--- src/rtl/ivl_uvm_ovl_fire_monitor_pkg.sv ---
// ---------------------------------------------------------------------------
// ivl_uvm_ovl_mon_pkg
// Shared constants for the OVL fire monitor: the layout of one checker's
// three-bit fire field and a helper that sizes checker-index fields.
// No ports (package).
// ---------------------------------------------------------------------------
package ivl_uvm_ovl_mon_pkg;

  // Bit positions inside one checker's fire field
  localparam int FIRE_2STATE = 0;
  localparam int FIRE_XCHECK = 1;
  localparam int FIRE_COVER  = 2;
  localparam int FIRE_BITS   = 3;

  // Width of a checker index; never narrower than one bit so a single
  // checker still gets a legal port.
  function automatic int id_width(input int n);
    return (n > 1) ? $clog2(n) : 1;
  endfunction

endpackage

--- src/rtl/ivl_uvm_ovl_fire_monitor_if.sv ---
// ---------------------------------------------------------------------------
// ivl_uvm_ovl_fire_monitor_if
// Event stream from the fire monitor to the reporting logic (valid/ready).
//   evt_valid  head entry present
//   evt_ready  consumer takes the head entry
//   evt_time   timestamp of the head entry
//   evt_fire   fire snapshot of the head entry
// master = monitor side, slave = consumer side.
// ---------------------------------------------------------------------------
interface ivl_uvm_ovl_fire_monitor_if #(
  parameter int NUM_CHECKERS = 4,
  parameter int TS_WIDTH     = 32
) ();
  import ivl_uvm_ovl_mon_pkg::*;

  logic                              evt_valid;
  logic                              evt_ready;
  logic [TS_WIDTH-1:0]               evt_time;
  logic [FIRE_BITS*NUM_CHECKERS-1:0] evt_fire;

  modport master (output evt_valid, output evt_time, output evt_fire, input evt_ready);
  modport slave  (input evt_valid, input evt_time, input evt_fire, output evt_ready);

endinterface

--- src/rtl/ivl_uvm_ovl_sync_fifo.sv ---
// ---------------------------------------------------------------------------
// ivl_uvm_ovl_sync_fifo
// Synchronous shift-down FIFO whose head is always storage slot 0, so the
// head data is a plain register. Push and pop may happen in the same cycle,
// including when full (the pop frees the slot the push fills).
//   clk, reset  clock, synchronous active-high reset
//   push_i      write din_i (ignored when full unless popping)
//   din_i       entry to write
//   pop_i       remove head (ignored when empty)
//   head_o      current head entry
//   empty_o     no entries (registered)
//   full_o      DEPTH entries (registered)
// ---------------------------------------------------------------------------
module ivl_uvm_ovl_sync_fifo #(
  parameter int WIDTH = 44,
  parameter int DEPTH = 8
) (
  input  logic             clk,
  input  logic             reset,
  input  logic             push_i,
  input  logic [WIDTH-1:0] din_i,
  input  logic             pop_i,
  output logic [WIDTH-1:0] head_o,
  output logic             empty_o,
  output logic             full_o
);

  localparam int AW = (DEPTH > 1) ? $clog2(DEPTH) : 1;
  localparam int CW = $clog2(DEPTH + 1);

  logic [WIDTH-1:0] mem_q [DEPTH];
  logic [WIDTH-1:0] mem_d [DEPTH];
  logic [CW-1:0]    cnt_q, cnt_d;
  logic             empty_q, empty_d;
  logic             full_q, full_d;
  logic             pop_ok, push_ok;
  logic [AW-1:0]    wr_idx;

  always_comb begin
    mem_d   = mem_q;
    cnt_d   = cnt_q;
    pop_ok  = pop_i && !empty_q;
    push_ok = push_i && (!full_q || pop_ok);
    // Slot just past the occupied region, after any shift from the pop
    wr_idx  = AW'(pop_ok ? cnt_q - CW'(1) : cnt_q);

    if (pop_ok) begin
      for (int i = 0; i < DEPTH - 1; i++) mem_d[i] = mem_q[i+1];
      mem_d[DEPTH-1] = '0;
    end
    if (push_ok) mem_d[wr_idx] = din_i;

    case ({push_ok, pop_ok})
      2'b10:   cnt_d = cnt_q + CW'(1);
      2'b01:   cnt_d = cnt_q - CW'(1);
      default: cnt_d = cnt_q;
    endcase

    empty_d = (cnt_d == '0);
    full_d  = (cnt_d == CW'(DEPTH));
  end

  always_ff @(posedge clk) begin
    if (reset) begin
      for (int i = 0; i < DEPTH; i++) mem_q[i] <= '0;
      cnt_q   <= '0;
      empty_q <= 1'b1;
      full_q  <= 1'b0;
    end else begin
      mem_q   <= mem_d;
      cnt_q   <= cnt_d;
      empty_q <= empty_d;
      full_q  <= full_d;
    end
  end

  assign head_o  = mem_q[0];
  assign empty_o = empty_q;
  assign full_o  = full_q;

endmodule

--- src/rtl/ivl_uvm_ovl_fire_monitor.sv ---
// ---------------------------------------------------------------------------
// ivl_uvm_ovl_fire_monitor
// Turns the fire outputs of NUM_CHECKERS OVL checkers into time-stamped
// events (one FIFO entry per cycle with any fire bit) plus saturating
// per-category counts, a first-error latch and FIFO overflow tracking.
//   clk, reset       clock, synchronous active-high reset
//   enable           gate for fire (timestamp keeps running)
//   fire             {chkN-1 .. chk0}, each {cover, xcheck, 2state}
//   clear            pulse: zero counters, first-error latch, overflow
//   evt              event stream (master modport)
//   err/xchk/cov_count  saturating popcount sums per fire category
//   first_err_*      index/time of the first 2-state failure
//   overflow, drop_count  sticky drop flag and saturating drop count
// Fire is registered on the first edge and acted on at the next one.
// ---------------------------------------------------------------------------
module ivl_uvm_ovl_fire_monitor
  import ivl_uvm_ovl_mon_pkg::*;
#(
  parameter int NUM_CHECKERS = 4,
  parameter int CNT_WIDTH    = 16,
  parameter int FIFO_DEPTH   = 8,
  parameter int TS_WIDTH     = 32
) (
  input  logic                                 clk,
  input  logic                                 reset,
  input  logic                                 enable,
  input  logic [FIRE_BITS*NUM_CHECKERS-1:0]    fire,
  input  logic                                 clear,
  ivl_uvm_ovl_fire_monitor_if.master           evt,
  output logic [CNT_WIDTH-1:0]                 err_count,
  output logic [CNT_WIDTH-1:0]                 xchk_count,
  output logic [CNT_WIDTH-1:0]                 cov_count,
  output logic                                 first_err_valid,
  output logic [id_width(NUM_CHECKERS)-1:0]    first_err_id,
  output logic [TS_WIDTH-1:0]                  first_err_time,
  output logic                                 overflow,
  output logic [CNT_WIDTH-1:0]                 drop_count
);

  localparam int FW  = FIRE_BITS * NUM_CHECKERS;
  localparam int IDW = id_width(NUM_CHECKERS);
  localparam int IW  = $clog2(NUM_CHECKERS + 1);
  localparam int SW  = CNT_WIDTH + 1;

  typedef struct packed {
    logic [TS_WIDTH-1:0] ts;
    logic [FW-1:0]       fire;
  } evt_t;

  function automatic logic [CNT_WIDTH-1:0] sat_add(input logic [CNT_WIDTH-1:0] a,
                                                   input logic [IW-1:0]        b);
    logic [SW-1:0] s;
    s = {1'b0, a} + SW'(b);
    return s[CNT_WIDTH] ? '1 : s[CNT_WIDTH-1:0];
  endfunction

  logic [TS_WIDTH-1:0] ts_q;
  logic                vld_p0;
  logic                clr_p0;
  logic [FW-1:0]       fire_p0;
  logic [TS_WIDTH-1:0] ts_p0;

  // ---- stage p0: sample fire with the current timestamp ----
  always_ff @(posedge clk) begin
    if (reset) begin
      ts_q   <= '0;
      vld_p0 <= 1'b0;
      clr_p0 <= 1'b0;
    end else begin
      ts_q   <= ts_q + TS_WIDTH'(1);
      vld_p0 <= enable && (fire != '0);
      clr_p0 <= clear;
    end
  end

  // Data is qualified by vld_p0 downstream, so it needs no reset
  always_ff @(posedge clk) begin
    fire_p0 <= fire;
    ts_p0   <= ts_q;
  end

  // ---- stage p1: FIFO push, counters, first-error latch ----
  logic [IW-1:0]  err_inc, xchk_inc, cov_inc;
  logic           err_hit;
  logic [IDW-1:0] err_idx;

  // Descending scan so the lowest erroring index is the last one written
  always_comb begin
    err_inc  = '0;
    xchk_inc = '0;
    cov_inc  = '0;
    err_hit  = 1'b0;
    err_idx  = '0;
    for (int i = NUM_CHECKERS - 1; i >= 0; i--) begin
      if (fire_p0[FIRE_BITS*i + FIRE_2STATE]) begin
        err_inc = err_inc + IW'(1);
        err_hit = 1'b1;
        err_idx = IDW'(i);
      end
      if (fire_p0[FIRE_BITS*i + FIRE_XCHECK]) xchk_inc = xchk_inc + IW'(1);
      if (fire_p0[FIRE_BITS*i + FIRE_COVER])  cov_inc  = cov_inc + IW'(1);
    end
  end

  evt_t push_evt, head_evt;
  logic fifo_empty, fifo_full, pop, drop;

  assign push_evt = '{ts: ts_p0, fire: fire_p0};
  assign pop      = evt.evt_valid && evt.evt_ready;
  // Full implies non-empty, so any pop request frees a slot
  assign drop     = vld_p0 && fifo_full && !pop;

  ivl_uvm_ovl_sync_fifo #(
    .WIDTH($bits(evt_t)),
    .DEPTH(FIFO_DEPTH)
  ) u_fifo (
    .clk    (clk),
    .reset  (reset),
    .push_i (vld_p0),
    .din_i  (push_evt),
    .pop_i  (pop),
    .head_o (head_evt),
    .empty_o(fifo_empty),
    .full_o (fifo_full)
  );

  assign evt.evt_valid = !fifo_empty;
  assign evt.evt_time  = head_evt.ts;
  assign evt.evt_fire  = head_evt.fire;

  logic [CNT_WIDTH-1:0] err_q, err_d, xchk_q, xchk_d, cov_q, cov_d, drop_q, drop_d;
  logic                 fe_vld_q, fe_vld_d, ovf_q, ovf_d;
  logic [IDW-1:0]       fe_id_q, fe_id_d;
  logic [TS_WIDTH-1:0]  fe_ts_q, fe_ts_d;

  // clear overrides any firing sampled alongside it
  always_comb begin
    err_d    = err_q;
    xchk_d   = xchk_q;
    cov_d    = cov_q;
    drop_d   = drop_q;
    ovf_d    = ovf_q;
    fe_vld_d = fe_vld_q;
    fe_id_d  = fe_id_q;
    fe_ts_d  = fe_ts_q;
    if (clr_p0) begin
      err_d    = '0;
      xchk_d   = '0;
      cov_d    = '0;
      drop_d   = '0;
      ovf_d    = 1'b0;
      fe_vld_d = 1'b0;
      fe_id_d  = '0;
      fe_ts_d  = '0;
    end else if (vld_p0) begin
      err_d  = sat_add(err_q, err_inc);
      xchk_d = sat_add(xchk_q, xchk_inc);
      cov_d  = sat_add(cov_q, cov_inc);
      if (!fe_vld_q && err_hit) begin
        fe_vld_d = 1'b1;
        fe_id_d  = err_idx;
        fe_ts_d  = ts_p0;
      end
      if (drop) begin
        ovf_d  = 1'b1;
        drop_d = sat_add(drop_q, IW'(1));
      end
    end
  end

  always_ff @(posedge clk) begin
    if (reset) begin
      err_q    <= '0;
      xchk_q   <= '0;
      cov_q    <= '0;
      drop_q   <= '0;
      ovf_q    <= 1'b0;
      fe_vld_q <= 1'b0;
      fe_id_q  <= '0;
      fe_ts_q  <= '0;
    end else begin
      err_q    <= err_d;
      xchk_q   <= xchk_d;
      cov_q    <= cov_d;
      drop_q   <= drop_d;
      ovf_q    <= ovf_d;
      fe_vld_q <= fe_vld_d;
      fe_id_q  <= fe_id_d;
      fe_ts_q  <= fe_ts_d;
    end
  end

  assign err_count       = err_q;
  assign xchk_count      = xchk_q;
  assign cov_count       = cov_q;
  assign drop_count      = drop_q;
  assign overflow        = ovf_q;
  assign first_err_valid = fe_vld_q;
  assign first_err_id    = fe_id_q;
  assign first_err_time  = fe_ts_q;

endmodule

--- src/flat_wrapper.sv ---
// flat-port wrapper written by rule: the top's interface ports become plain ports
module ivl_uvm_ovl_fire_monitor_flat import ivl_uvm_ovl_mon_pkg::*;
#(
  parameter int NUM_CHECKERS = 4,
  parameter int CNT_WIDTH    = 16,
  parameter int FIFO_DEPTH   = 8,
  parameter int TS_WIDTH     = 32
)
  (clk, reset, enable, fire, clear, err_count, xchk_count, cov_count, first_err_valid, first_err_id, first_err_time, overflow, drop_count, evt_evt_valid, evt_evt_time, evt_evt_fire, evt_evt_ready);
  ivl_uvm_ovl_fire_monitor_if #(.NUM_CHECKERS(NUM_CHECKERS), .TS_WIDTH(TS_WIDTH)) evt_i ();
  input  logic clk;
  input  logic reset;
  input  logic enable;
  input  logic [FIRE_BITS*NUM_CHECKERS-1:0] fire;
  input  logic clear;
  output logic [CNT_WIDTH-1:0] err_count;
  output logic [CNT_WIDTH-1:0] xchk_count;
  output logic [CNT_WIDTH-1:0] cov_count;
  output logic first_err_valid;
  output logic [id_width(NUM_CHECKERS)-1:0] first_err_id;
  output logic [TS_WIDTH-1:0] first_err_time;
  output logic overflow;
  output logic [CNT_WIDTH-1:0] drop_count;
  output wire logic [$bits(evt_i.evt_valid)-1:0] evt_evt_valid;
  output wire logic [$bits(evt_i.evt_time)-1:0] evt_evt_time;
  output wire logic [$bits(evt_i.evt_fire)-1:0] evt_evt_fire;
  input wire logic [$bits(evt_i.evt_ready)-1:0] evt_evt_ready;
  assign evt_evt_valid = evt_i.evt_valid;
  assign evt_evt_time = evt_i.evt_time;
  assign evt_evt_fire = evt_i.evt_fire;
  assign evt_i.evt_ready = evt_evt_ready;
  ivl_uvm_ovl_fire_monitor #(.NUM_CHECKERS(NUM_CHECKERS), .CNT_WIDTH(CNT_WIDTH), .FIFO_DEPTH(FIFO_DEPTH), .TS_WIDTH(TS_WIDTH)) u_core (.clk(clk), .reset(reset), .enable(enable), .fire(fire), .clear(clear), .evt(evt_i), .err_count(err_count), .xchk_count(xchk_count), .cov_count(cov_count), .first_err_valid(first_err_valid), .first_err_id(first_err_id), .first_err_time(first_err_time), .overflow(overflow), .drop_count(drop_count));
endmodule
--- config.mk ---
export PLATFORM = sky130hd
export DESIGN_NAME = ivl_uvm_ovl_fire_monitor_flat
export DESIGN_NICKNAME = d
export VERILOG_FILES = /design/src/rtl/ivl_uvm_ovl_fire_monitor_pkg.sv /design/src/rtl/ivl_uvm_ovl_fire_monitor_if.sv /design/src/rtl/ivl_uvm_ovl_sync_fifo.sv /design/src/rtl/ivl_uvm_ovl_fire_monitor.sv /design/src/flat_wrapper.sv
export SDC_FILE = /design/constraint.sdc
export NUM_CORES = 1
export LEC_CHECK = 0
export BUFFER_PORTS_ARGS = -buffer_cell sky130_fd_sc_hd__buf_2
export CORE_MARGIN = 4
export CORE_UTILIZATION = 33
export DETAILED_ROUTE_END_ITERATION = 16
export GPL_ROUTABILITY_DRIVEN = 0
export HOLD_SLACK_MARGIN = 0.12
export PLACE_DENSITY = 0.57
export SLEW_MARGIN = 5
export SYNTH_ARGS = -nofsm -noshare
export SYNTH_HDL_FRONTEND = slang
export SYNTH_SLANG_ARGS = --single-unit
--- constraint.sdc ---
create_clock -name clk -period 3.4 [get_ports clk]
set_input_delay 0.34 -clock clk [delete_from_list [all_inputs] [get_ports clk]]
set_output_delay 0.34 -clock clk [all_outputs]
set_load 0.05 [all_outputs]
---- Word level (Yosys, flattened, before mapping) ----
Cells that the tools add are included.
storage, ports and cells
  output and inout bits ................... 145
  input bits .............................. 17
  word-level logic and storage cells ...... 95
  flip-flop bits (word level) ............. 536
cells by class
  muxes and demuxes ....................... 31
  reduce and logical (&&, ||, !) cells .... 18
  add/subtract/negate cells ............... 16
  equal/unequal tests ..................... 3
  bitwise gates (word level) .............. 1
  $lt $le $gt $ge ......................... 2
operators with widths
  kind                                                                  count
  352-bit two-way mux                                                   2
  352-bit bitwise mux                                                   1
  44-bit demux with 3-bit select                                        1
  16-bit two-way mux                                                    4
  16-bit by 3-bit adder with 17-bit output                              3
  44-bit two-way mux                                                    1
  32-bit by 1-bit adder with 32-bit output, second input constant       1
  3-bit two-way mux                                                     10
  3-bit by 1-bit adder with 3-bit output, second input constant         6
  16-bit by 1-bit adder with 17-bit output, second input constant       1
  12-bit nonzero test                                                   1
  1-bit logical AND                                                     8
  2-bit two-way mux                                                     4
  4-bit one-hot mux with 2 select lines                                 1
  1-bit two-way mux                                                     7
  1-bit by 1-bit adder with 2-bit output, second input constant         3
  4-bit by 1-bit adder with 4-bit output, second input constant         1
  4-bit == test, second input constant                                  1
  4-bit >= comparator, second input constant                            1
  1-bit logical NOT                                                     4
  4-bit logical NOT                                                     1
  4-bit by 1-bit < comparator with 1-bit output, second input constant  1
  3-bit NOT with 4-bit output                                           1
  2-bit AND reduction                                                   2
  5 further kinds                                                       5

---- Logic depth before layout (Yosys ltp) ----
Gate-level depths: netlist of run 1.
  depth in word-level cells ............... 11
  mapped depth ............................ 14
  gate-level depth less buffers ........... 12

---- Hierarchy ----
From an unflattened synthesis of run 1, not the netlist that was laid out.
unflattened totals
  cell total of the unflattened synthesis .. 2925
  area, all modules ....................... 24295.8 µm²
by module, submodules not included
  module                    cells each  instances  seq. area each (µm²)  area an instance (µm²)
  ivl_uvm_ovl_sync_fifo     2153        1          7166.9                17156.5
  ivl_uvm_ovl_fire_monitor  772         1          3563.4                7139.3

---- Worst setup path before layout of run 1 ----
OpenSTA, ideal clock, no wires.
  path kind ............................... register -> register
  start point ............................. reg u_core.fire_p0[7]
  end point ............................... reg u_core.xchk_q[14], in the netlist u_core.xchk_count[14]
  stages on the path, launching flop included .. 14
  library setup time ...................... 0.128 ns
  setup slack ............................. 0.344 ns
  arrival ................................. 2.929 ns
  required time ........................... 3.272 ns
  path through ............................ dfxtp_1 clkbuf_1 inv_1 ha_1 xor2_1 ha_1 mux2_2 inv_1 fa_1 nor2b_1 o211ai_1 nor4_1 mux2i_1 nor2_1
on the way
  cells in the longest elaborated chain, start to end .. 7
RTL lines
  what                                        RTL line                         text
  start, declared                             ivl_uvm_ovl_fire_monitor.sv:60   logic [FW-1:0] fire_p0;
  start signal, assigned                      ivl_uvm_ovl_fire_monitor.sv:78   fire_p0 <= fire;
  3-bit two-way mux *                         ivl_uvm_ovl_fire_monitor.sv:100  if (fire_p0[FIRE_BITS*i + FIRE_XCHECK]) xchk_inc = xchk_inc + IW'(1);
  3-bit by 1-bit adder with 3-bit output      ivl_uvm_ovl_fire_monitor.sv:100
  3-bit two-way mux *                         ivl_uvm_ovl_fire_monitor.sv:100
  3-bit by 1-bit adder with 3-bit output      ivl_uvm_ovl_fire_monitor.sv:100
  3-bit two-way mux *                         ivl_uvm_ovl_fire_monitor.sv:100
  16-bit by 3-bit adder with 17-bit output *  ivl_uvm_ovl_fire_monitor.sv:53   s = {1'b0, a} + SW'(b);
  16-bit two-way mux *                        ivl_uvm_ovl_fire_monitor.sv:54   return s[CNT_WIDTH] ? '1 : s[CNT_WIDTH-1:0];
  end signal, assigned                        ivl_uvm_ovl_fire_monitor.sv:183  xchk_q <= xchk_d;
  end, declared                               ivl_uvm_ovl_fire_monitor.sv:131  logic [CNT_WIDTH-1:0] err_q, err_d, xchk_q, xchk_d, cov_q, cov_d, drop_q, drop_d;
Mark *: on every way between the ends. The rest lies on a longest branch, timed or not.
A chain may end at the register's enable or synchronous reset.

---- Worst setup path after layout of run 1 ----
  start point ............................. reg u_core.fire_p0[6]
  end point ............................... reg u_core.err_q[11], in the netlist u_core.err_count[11]
on the way
  cells in the longest elaborated chain, start to end .. 7
RTL lines
  what                                        RTL line                         text
  3-bit two-way mux *                         ivl_uvm_ovl_fire_monitor.sv:95   if (fire_p0[FIRE_BITS*i + FIRE_2STATE]) begin
  3-bit by 1-bit adder with 3-bit output      ivl_uvm_ovl_fire_monitor.sv:96   err_inc = err_inc + IW'(1);
  3-bit two-way mux *                         ivl_uvm_ovl_fire_monitor.sv:95
  3-bit by 1-bit adder with 3-bit output      ivl_uvm_ovl_fire_monitor.sv:96
  3-bit two-way mux *                         ivl_uvm_ovl_fire_monitor.sv:95
  16-bit by 3-bit adder with 17-bit output *  ivl_uvm_ovl_fire_monitor.sv:53
  16-bit two-way mux *                        ivl_uvm_ovl_fire_monitor.sv:54
  end signal, assigned                        ivl_uvm_ovl_fire_monitor.sv:182  err_q <= err_d;
  end, declared                               ivl_uvm_ovl_fire_monitor.sv:131
Marked as above.

==> impl_results.rst, run 1 <==
.. list-table::
   :header-rows: 1

   * - Metric
     - Value
   * - Source-to-sink clock delay at the later pin of the worst-skew pair
     - roughly 630 ps
   * - Clock transition at the register clock pins on the worst setup and hold paths after CTS
     - 60 ps
   * - Time the worst path needs with I/O delays and setup
     - ~3000 ps
   * - Portion of the post-synthesis area used by sequential elements
     - between 40% and 50%
   * - Worst Path Class, Setup
     - flop to flop
   * - Multiplexer share of the synthesized area
     - 0.5488%
   * - Total gr overflow
     - 0
   * - RSZ-0062 raised after global routing
     - no
   * - Port Buffer Count
     - approximately 160
   * - Post-placement cell area
     - ~24000 um^2
   * - Number of max-cap violations
     - 0
   * - Area grow syn2layout
     - 13.68%
   * - Site Rows
     - between 90 and 100
   * - Layout net count
     - 2862
   * - Register bit total from synthesis
     - 536
   * - Setup Buffers After CTS
     - 0
   * - Number of antenna violations at the first check in global routing
     - 0
   * - Vias per cell
     - roughly 5
   * - Clock Skew
     - just under 30 ps
   * - Area of all placed cells without fillers
     - approximately 26000 um^2
   * - Number of optimization iterations in the first detailed-route pass
     - 8
   * - Final worst setup slack
     - just over 400 ps
   * - Htree depth
     - 2
   * - IO Pins
     - around 160
   * - Nets in the synthesized netlist
     - 2890
   * - DRC marker count from the first detailed-route iteration
     - around 1400
   * - Synth async-reset ratio
     - 0%
   * - CTS tree
     - yes
   * - Fraction of synthesized cell area taken by the top area cell type
     - a little under half
   * - Post-cts repair resize count
     - 0
   * - Power density cells
     - ~530 nW/um^2
   * - Xor and xnor area share after synthesis
     - 2.929%
   * - Arrival time reported for the critical path endpoint
     - ~3600 ps
   * - Worst ir drop on vdd
     - 0.0003738 V
   * - Total routed wirelength
     - roughly 59 mm
   * - Number of buffers inserted for hold repair after clock tree synthesis
     - 14
   * - Layout filler cell count
     - a little over 7000
   * - Number of flops mapped to enable cells by yosys
     - 0
   * - FMAX
     - about 330 MHz
   * - Unique cell type count in the Yosys netlist
     - 55
   * - Synth Instances
     - 2841
   * - Compound-cell area share of the yosys netlist
     - around 18%
   * - Post-place setup slack
     - around 420 ps
   * - Final antenna diode count
     - 0
   * - Final Core Density
     - a little under two fifths
   * - Worst min path class
     - input port to flop
   * - Main synth FF type
     - sky130_fd_sc_hd__dfxtp_1
   * - Num CTS Buffers
     - 57
   * - Count of clock tree sinks
     - 536
   * - Final Hold Fails
     - 0
   * - Std-Cell Core Area
     - approximately 69000 um^2
   * - Setup violation total in the final timing report
     - 0
   * - Type of destination of the critical path
     - flop
   * - Global-route wire length before repair
     - roughly 97 mm
   * - Transition at the pin with the smallest max-transition slack
     - ~1200 ps
   * - Overall via count from detail_route
     - ~19000
   * - Worst-case clock buffer depth
     - 3
   * - Largest family of logic cells by synthesized area
     - simple AND/OR/NAND/NOR gates
   * - All-Layer GR Usage
     - 15.40%
   * - Total power of the final layout
     - about 14 mW
   * - Outcome
     - finished clean
   * - Cell taking the most area after synthesis
     - sky130_fd_sc_hd__dfxtp_1
   * - Highest net fanout along the worst path
     - 7
   * - Critical Path Source Type
     - flop
   * - Residual DRC
     - 0
   * - Synth cell count leaders
     - 765 x sky130_fd_sc_hd__nand2_1, 536 x sky130_fd_sc_hd__dfxtp_1, 378 x sky130_fd_sc_hd__nor2_1
   * - Post-Syn Area per Cell
     - just over 8 um^2
   * - ANT nets after route
     - 0
   * - Most frequent cell after synthesis
     - sky130_fd_sc_hd__nand2_1
   * - Total Die Area
     - between 70000 and 80000 um^2
   * - Syn. warnings
     - 0
   * - Avg WL per Cell
     - 15.62 um
   * - Initial Utilization
     - roughly a third
   * - Required time at the endpoint of the critical path
     - around 4000 ps
   * - Syn Std Cell Area
     - ~23000 um^2
   * - Pin count of the biggest net entering global routing
     - about 230
   * - Relative slew slack
     - roughly a fifth
   * - Share of final-layout standard cells stronger than drive strength 1
     - roughly an eighth
   * - Top post-synthesis cells by area
     - sky130_fd_sc_hd__dfxtp_1 47%, sky130_fd_sc_hd__nand2_1 12%, sky130_fd_sc_hd__a311oi_1 11%
   * - Final clock period utilization by the worst path
     - around nine tenths
   * - Clock root buffer
     - sky130_fd_sc_hd__clkbuf_16
   * - Simple-Gate Fraction of Synth Area
     - a little under a quarter
   * - Chip height
     - between 200 and 300 um
   * - Die width
     - ~270 um
   * - Setup TNS
     - 0 ps
   * - Static leakage
     - between 9 and 10 nW
   * - Adder-cell share of the synthesized area
     - between 1.5 and 2%
   * - Max Slew Vio Count
     - 0
   * - Sum of net half-perimeters after detailed placement
     - between 30 and 40 mm
   * - Via count of the first global-routing pass
     - between 15000 and 20000
[worst paths after layout]
kind,from,endpoint,slack [ps],depth (start not counted)
setup / recovery,u_core.fire_p0[6],u_core.err_count[11],410,12
setup reg to reg,u_core.fire_p0[6],u_core.err_count[11],410,12
hold reg to reg,u_core.ts_q[31],u_core.ts_p0[31],370,0
hold / removal,reset,u_core.clr_p0,160,2
[where the power goes]
| group | total, mW | switching [mW] | internal [mW] |
|---|---|---|---|
| Sequential | 6.47 | 0.0843 | 6.38 |
| Combinational | 0.922 | 0.684 | 0.238 |
| Clock | 6.41 | 2.61 | 3.80 |
| Total | 13.8 | 3.38 | 10.4 |
[through the flow]
step	cells	hold slack (ps)
after floorplan	2841	339.0
after global placement	3671	353.9
final	3787	160.1
after global routing	3787	182.1
after CTS	3787	140.6
after detailed placement	3671	358.5
[registers in the layout, indices dropped and copies added, names as in the netlist]
| name | count |
|---|---|
| u_core.clr_p0 | 1 |
| u_core.cov_count | 16 |
| u_core.drop_count | 16 |
| u_core.err_count | 16 |
| u_core.fire_p0 | 12 |
| u_core.first_err_id | 2 |
| u_core.first_err_time | 32 |
| u_core.first_err_valid | 1 |
| u_core.overflow | 1 |
| u_core.ts_p0 | 32 |
| u_core.ts_q | 32 |
| u_core.u_fifo.cnt_q | 4 |
| u_core.u_fifo.empty_o | 1 |
| u_core.u_fifo.full_o | 1 |
| u_core.u_fifo.head_o | 44 |
| u_core.u_fifo.mem_q | 308 |
| u_core.vld_p0 | 1 |
| u_core.xchk_count | 16 |
[per-layer routing]
| metal | global-route usage [%] | routed length [um] |
|---|---|---|
| met2 | 24.26 | 26090 |
| met1 | 21.80 | 29050 |
| met4 | 3.336 | 1000 |
| met3 | 3.277 | 3020 |
| met5 | 0 | 0 |
[cell type report]
class	count	area (um^2)	share of cell area [%]
Tap cell	931	1165	4.450
Multi-Input combinational cell	1963	10820	41.33
Inverter	32	132.6	0.5067
Clock buffer	82	1642	6.271
Clock inverter	20	282.8	1.080
Timing Repair Buffer	223	1404	5.363
Sequential cell	536	10730	41.00
[critical path, cell delays in order (launching register included)]
cell,delay (ps)
sky130_fd_sc_hd__dfxtp_1,330
sky130_fd_sc_hd__inv_1,70
sky130_fd_sc_hd__ha_1,320
sky130_fd_sc_hd__xor2_1,190
sky130_fd_sc_hd__ha_1,290
sky130_fd_sc_hd__mux2_2,150
sky130_fd_sc_hd__inv_1,50
sky130_fd_sc_hd__fa_1,430
sky130_fd_sc_hd__nor2b_1,200
sky130_fd_sc_hd__o21ai_0,160
sky130_fd_sc_hd__nor2_1,260
sky130_fd_sc_hd__nand2_1,260
sky130_fd_sc_hd__a21oi_1,200
[logic make-up after synthesis]
group / after synthesis
and+or+nand+nor: 1337
DFF: 536
AOI/OAI and AO/OA: 506
buffers and inverters: 342
xor gates and xnor gates: 77
adders and majority gates: 32
muxes: 11
[cells in the final DEF (no fill, tap or decap), types with 18 or more instances in the layout]
| master | n |
|---|---|
| sky130_fd_sc_hd__buf_2 | 160 |
| sky130_fd_sc_hd__dfxtp_1 | 535 |
| sky130_fd_sc_hd__a21oi_1 | 120 |
| sky130_fd_sc_hd__and3_1 | 19 |
| sky130_fd_sc_hd__xor2_1 | 49 |
| sky130_fd_sc_hd__xnor2_1 | 28 |
| sky130_fd_sc_hd__clkbuf_16 | 58 |
| sky130_fd_sc_hd__buf_4 | 41 |
| sky130_fd_sc_hd__a311oi_2 | 20 |
| sky130_fd_sc_hd__o21ai_0 | 24 |
| sky130_fd_sc_hd__nand2_1 | 765 |
| sky130_fd_sc_hd__inv_1 | 31 |
| sky130_fd_sc_hd__ha_1 | 29 |
| sky130_fd_sc_hd__nand4_1 | 18 |
| sky130_fd_sc_hd__nand3_1 | 83 |
| sky130_fd_sc_hd__a311oi_1 | 291 |
| sky130_fd_sc_hd__nor2_1 | 378 |
No activity file was read; power rests on OpenSTA's default activity.
==> inputs of run 2 (changes only) <==
Settings changed: ABC_AREA set to 1.
Clock period 3.4 ns to 2.8 ns, I/O delays scaled along.
==> run 2 against run 1 <==
Net effect: global-route usage up 0.058 points; sequential share of layout area down 6.1 points; combinational power rose to 4.9 times the previous value; synthesized area up 16%.
==> impl_results.rst, run 2 <==
.. list-table::
   :header-rows: 1

   * - Metric
     - Value
   * - Relative slew slack
     - 32.19% (+13 points)
   * - Startpoint of the worst setup timing path
     - u_core.fire_p0[7]
   * - Synth async-reset ratio
     - 0% (unchanged)
   * - DRC marker count from the first detailed-route iteration
     - 1383 (-2.1%)
   * - Nets in the synthesized netlist
     - 4397 (+52%)
   * - Register bit total from synthesis
     - 536 (unchanged)
   * - Time the worst path needs with I/O delays and setup
     - 2673 ps (-319.4 ps)
   * - Area grow syn2layout
     - 15.38%
   * - Final Hold Fails
     - 0 (unchanged)
   * - Final clock period utilization by the worst path
     - 95.45% (+7.5 points)
   * - Total power of the final layout
     - 21.32 mW (+55%)
   * - Worst Path Class, Setup
     - flop to flop
   * - Initial Utilization
     - 33.52% (+0.067 points)
   * - End point of the critical path
     - u_core.xchk_count[8]
   * - Port Buffer Count
     - 161 (unchanged)
   * - Fraction of synthesized cell area taken by the top area cell type
     - 40.25% (-6.3 points)
   * - Total Die Area
     - 85390 um^2 (+15%)
   * - Top post-synthesis cells by area
     - sky130_fd_sc_hd__dfxtp_1 40%, sky130_fd_sc_hd__nand2_1 21%, sky130_fd_sc_hd__nor2_1 12%
   * - Most heavily used metal layer in global routing
     - met2
   * - Static leakage
     - 15.56 nW (+64%)
   * - Number of antenna violations at the first check in global routing
     - 1 (+1)
   * - Share of final-layout standard cells stronger than drive strength 1
     - 9.481% (-2.8 points)
   * - ANT nets after route
     - 0 (unchanged)
   * - Portion of the post-synthesis area used by sequential elements
     - 40.25% (-6.3 points)
   * - Synth cell count leaders
     - 1517 x sky130_fd_sc_hd__nand2_1, 870 x sky130_fd_sc_hd__nor2_1, 536 x sky130_fd_sc_hd__dfxtp_1
   * - Required time at the endpoint of the critical path
     - 3380 ps (-570 ps)
   * - Most flop-heavy register
     - u_core.u_fifo.mem_q
   * - GR met3 Demand/Resource
     - 2.290% (-0.99 points)
   * - Vias per cell
     - 4.430 (-12%)
   * - Critical Path Source Type
     - flop
   * - Power density cells
     - 693.3 nW/um^2 (+31%)
   * - Area of all placed cells without fillers
     - 30760 um^2 (+17%)
   * - IO Pins
     - 162 (unchanged)
   * - Final antenna diode count
     - 0 (unchanged)
   * - All-Layer GR Usage
     - 15.46% (+0.058 points)
   * - Flip-flop count of the largest register after layout
     - 308 (unchanged)
   * - Worst-case clock buffer depth
     - 3 (unchanged)
   * - Arrival time reported for the critical path endpoint
     - 3260 ps (-290 ps)
   * - Via count of the first global-routing pass
     - 22150 (+25%)
   * - Avg WL per Cell
     - 12.50 um (-20%)
   * - Clock transition at the register clock pins on the worst setup and hold paths after CTS
     - 60 ps (about the same)
   * - Residual DRC
     - 0 (unchanged)
   * - Clock Skew
     - 49.67 ps (+20.00 ps)
   * - Transition at the pin with the smallest max-transition slack
     - 1017 ps (-195.1 ps)
   * - Htree depth
     - 2 (unchanged)
   * - Global-route wire length before repair
     - 112.9 mm (+17%)
   * - Count of clock tree sinks
     - 536 (unchanged)
   * - Post-placement cell area
     - 28310 um^2 (+17%)
   * - Source-to-sink clock delay at the later pin of the worst-skew pair
     - 650 ps (+20 ps)
   * - Unique cell type count in the Yosys netlist
     - 36 (-35%)
   * - GRT met1 Usage
     - 20.59% (-1.2 points)
   * - Worst min path class
     - input port to flop
   * - Main synth FF type
     - sky130_fd_sc_hd__dfxtp_1
   * - Most frequent cell after synthesis
     - sky130_fd_sc_hd__nand2_1
   * - Number of optimization iterations in the first detailed-route pass
     - 5 (-3)
   * - Site Rows
     - 103 (+7.3%)
   * - Outcome
     - finished clean
   * - Post-Syn Area per Cell
     - 6.131 um^2 (-24%)
   * - Die width
     - 292.2 um (+7.4%)
   * - Total routed wirelength
     - 68.23 mm (+15%)
   * - Syn. warnings
     - 0 (unchanged)
   * - Layout filler cell count
     - 8544 (+21%)
   * - Highest net fanout along the worst path
     - 2 (-5)
   * - Synth Instances
     - 4348 (+53%)
   * - Worst ir drop on vdd
     - 0.0006038 V (+62%)
   * - Max Slew Vio Count
     - 0 (unchanged)
   * - Destination of the worst register-to-register timing path
     - u_core.xchk_count[8]
   * - Most frequent standard cell in the layout excluding fill and tap cells
     - sky130_fd_sc_hd__nand2_1
   * - Clock root buffer
     - sky130_fd_sc_hd__clkbuf_16
   * - Commonest cells after routing, fill and taps aside
     - 1512 x sky130_fd_sc_hd__nand2_1, 865 x sky130_fd_sc_hd__nor2_1, 531 x sky130_fd_sc_hd__dfxtp_1
   * - Num CTS Buffers
     - 60 (+5.3%)
   * - Pin count of the biggest net entering global routing
     - 164 (-27%)
   * - Number of max-cap violations
     - 0 (unchanged)
   * - FMAX
     - 374.2 MHz (+12%)
   * - Beginning of the worst register-to-register path
     - u_core.fire_p0[7]
   * - R2R depth
     - 18 (+6)
   * - Worst R2R Setup Slack
     - 130 ps (-280 ps)
   * - Layout net count
     - 4407 (+54%)
   * - Total gr overflow
     - 0 (unchanged)
   * - Type of destination of the critical path
     - flop
   * - Syn Std Cell Area
     - 26660 um^2 (+16%)
   * - Sum of net half-perimeters after detailed placement
     - 42.95 mm (+21%)
   * - Chip height
     - 292.2 um (+7.4%)
   * - Number of flops mapped to enable cells by yosys
     - 0 (unchanged)
   * - CTS tree
     - yes
   * - Cell taking the most area after synthesis
     - sky130_fd_sc_hd__dfxtp_1
   * - Worst min-delay path startpoint
     - reset
   * - Overall via count from detail_route
     - 24190 (+26%)
   * - Setup violation total in the final timing report
     - 0 (unchanged)
   * - Met2 usage in global routing
     - 26.30% (+2.0 points)
   * - Std-Cell Core Area
     - 79520 um^2 (+16%)
run 2: changes by cell type in the layout (fill, tap and decap cells not counted), sizes merged, moves of 25 or more:
cell	change
a21oi	-37
a311oi	-311
buf	+29
inv	+453
nand2	+756
nand3	+114
nand3b	+39
nor2	+494
o21ai	+137
xor2	-25
run 2: repair_timing:
action	4_1_cts	5_1_grt
endpoints found under the setup margin	7	37
hold buffers	15	0
setup buffers	1	4
resized for setup	4	41
pin swaps	2	14
endpoints found under the hold margin	14	0
run 2: how the worst min path moves through the flow:
| stage | endpoint | depth (start not counted) | slack (ps) |
|---|---|---|---|
| floorplan | u_core.fire_p0[0] | 0 | 310 |
| global placement | u_core.ts_p0[1] | 0 | 360 |
| detailed placement | u_core.ts_p0[1] | 0 | 370 |
| CTS | u_core.ts_q[16] | 3 | 190 |
| global route | u_core.ts_q[25] | 3 | 230 |
| finish | u_core.ts_q[16] | 3 | 220 |
run 2: logic make-up after synthesis:
family / Yosys count / synth area share [%]
xor gates and xnor gates: 29 / 0.9528
buffers and inverters: 791 / 11.99
adders and majority gates: 32 / 1.586
DFF: 536 / 40.25
AOI/OAI and AO/OA: 262 / 5.074
and+or+nand+nor: 2698 / 40.15
run 2: area by class of cell:
class / count / area (um^2) / share of cell area (%)
well taps: 1050 / 1314 / 4.272
clock inverters: 24 / 284.0 / 0.9235
multi-input cells: 3021 / 12970 / 42.18
inverters: 486 / 1839 / 5.980
flip-flops and latches: 536 / 10740 / 34.91
repair buffers: 253 / 1778 / 5.781
clock buffers: 89 / 1831 / 5.952
run 2: metal layers:
layer	up-vias	part of all wire, %
li1	13040	-
met1	10720	48
met2	332	46
met3	94	4.0
met4	0	2.1
met5	-	0
run 2: where the power goes:
group	internal [mW]	total (mW)	leakage (nW)	switching, mW
registers	8.22	8.55	4.34	0.328
logic	1.26	4.56	10.2	3.30
clock network	4.82	8.21	1.05	3.38
run 2: stage by stage:
stage	cells	setup TNS [ps]	hold WS, ps	worst slack [ps]	utilization, %
6_report	5459	0	222.3	127.4	38.68
5_1_grt	5459	-71.52	225.9	-25.05	38.68
4_1_cts	5455	0	194.1	6.884	38.47
3_5_place_dp	5326	-55.78	365.3	-46.70	35.60
3_3_place_gp	5326	-43.46	359.1	-43.46	35.60
2_1_floorplan	4348	-45.83	307.7	-24.88	-
run 2: worst max-delay path, stage by stage, from the launching register on:
cell                      delay, ps
sky130_fd_sc_hd__dfxtp_2        340
sky130_fd_sc_hd__inv_2           50
sky130_fd_sc_hd__ha_4           270
sky130_fd_sc_hd__xor2_2         160
sky130_fd_sc_hd__buf_4          130
sky130_fd_sc_hd__xor2_1         160
sky130_fd_sc_hd__ha_2           200
sky130_fd_sc_hd__inv_1           60
sky130_fd_sc_hd__fa_2           360
sky130_fd_sc_hd__inv_2           70
sky130_fd_sc_hd__nand2_2         50
sky130_fd_sc_hd__nand2_2         90
sky130_fd_sc_hd__nand2_2         70
sky130_fd_sc_hd__nor2_2         130
sky130_fd_sc_hd__nand2_1         90
sky130_fd_sc_hd__or2_4          230
sky130_fd_sc_hd__nand3_2         50
sky130_fd_sc_hd__nand2_1         50
sky130_fd_sc_hd__inv_1           60
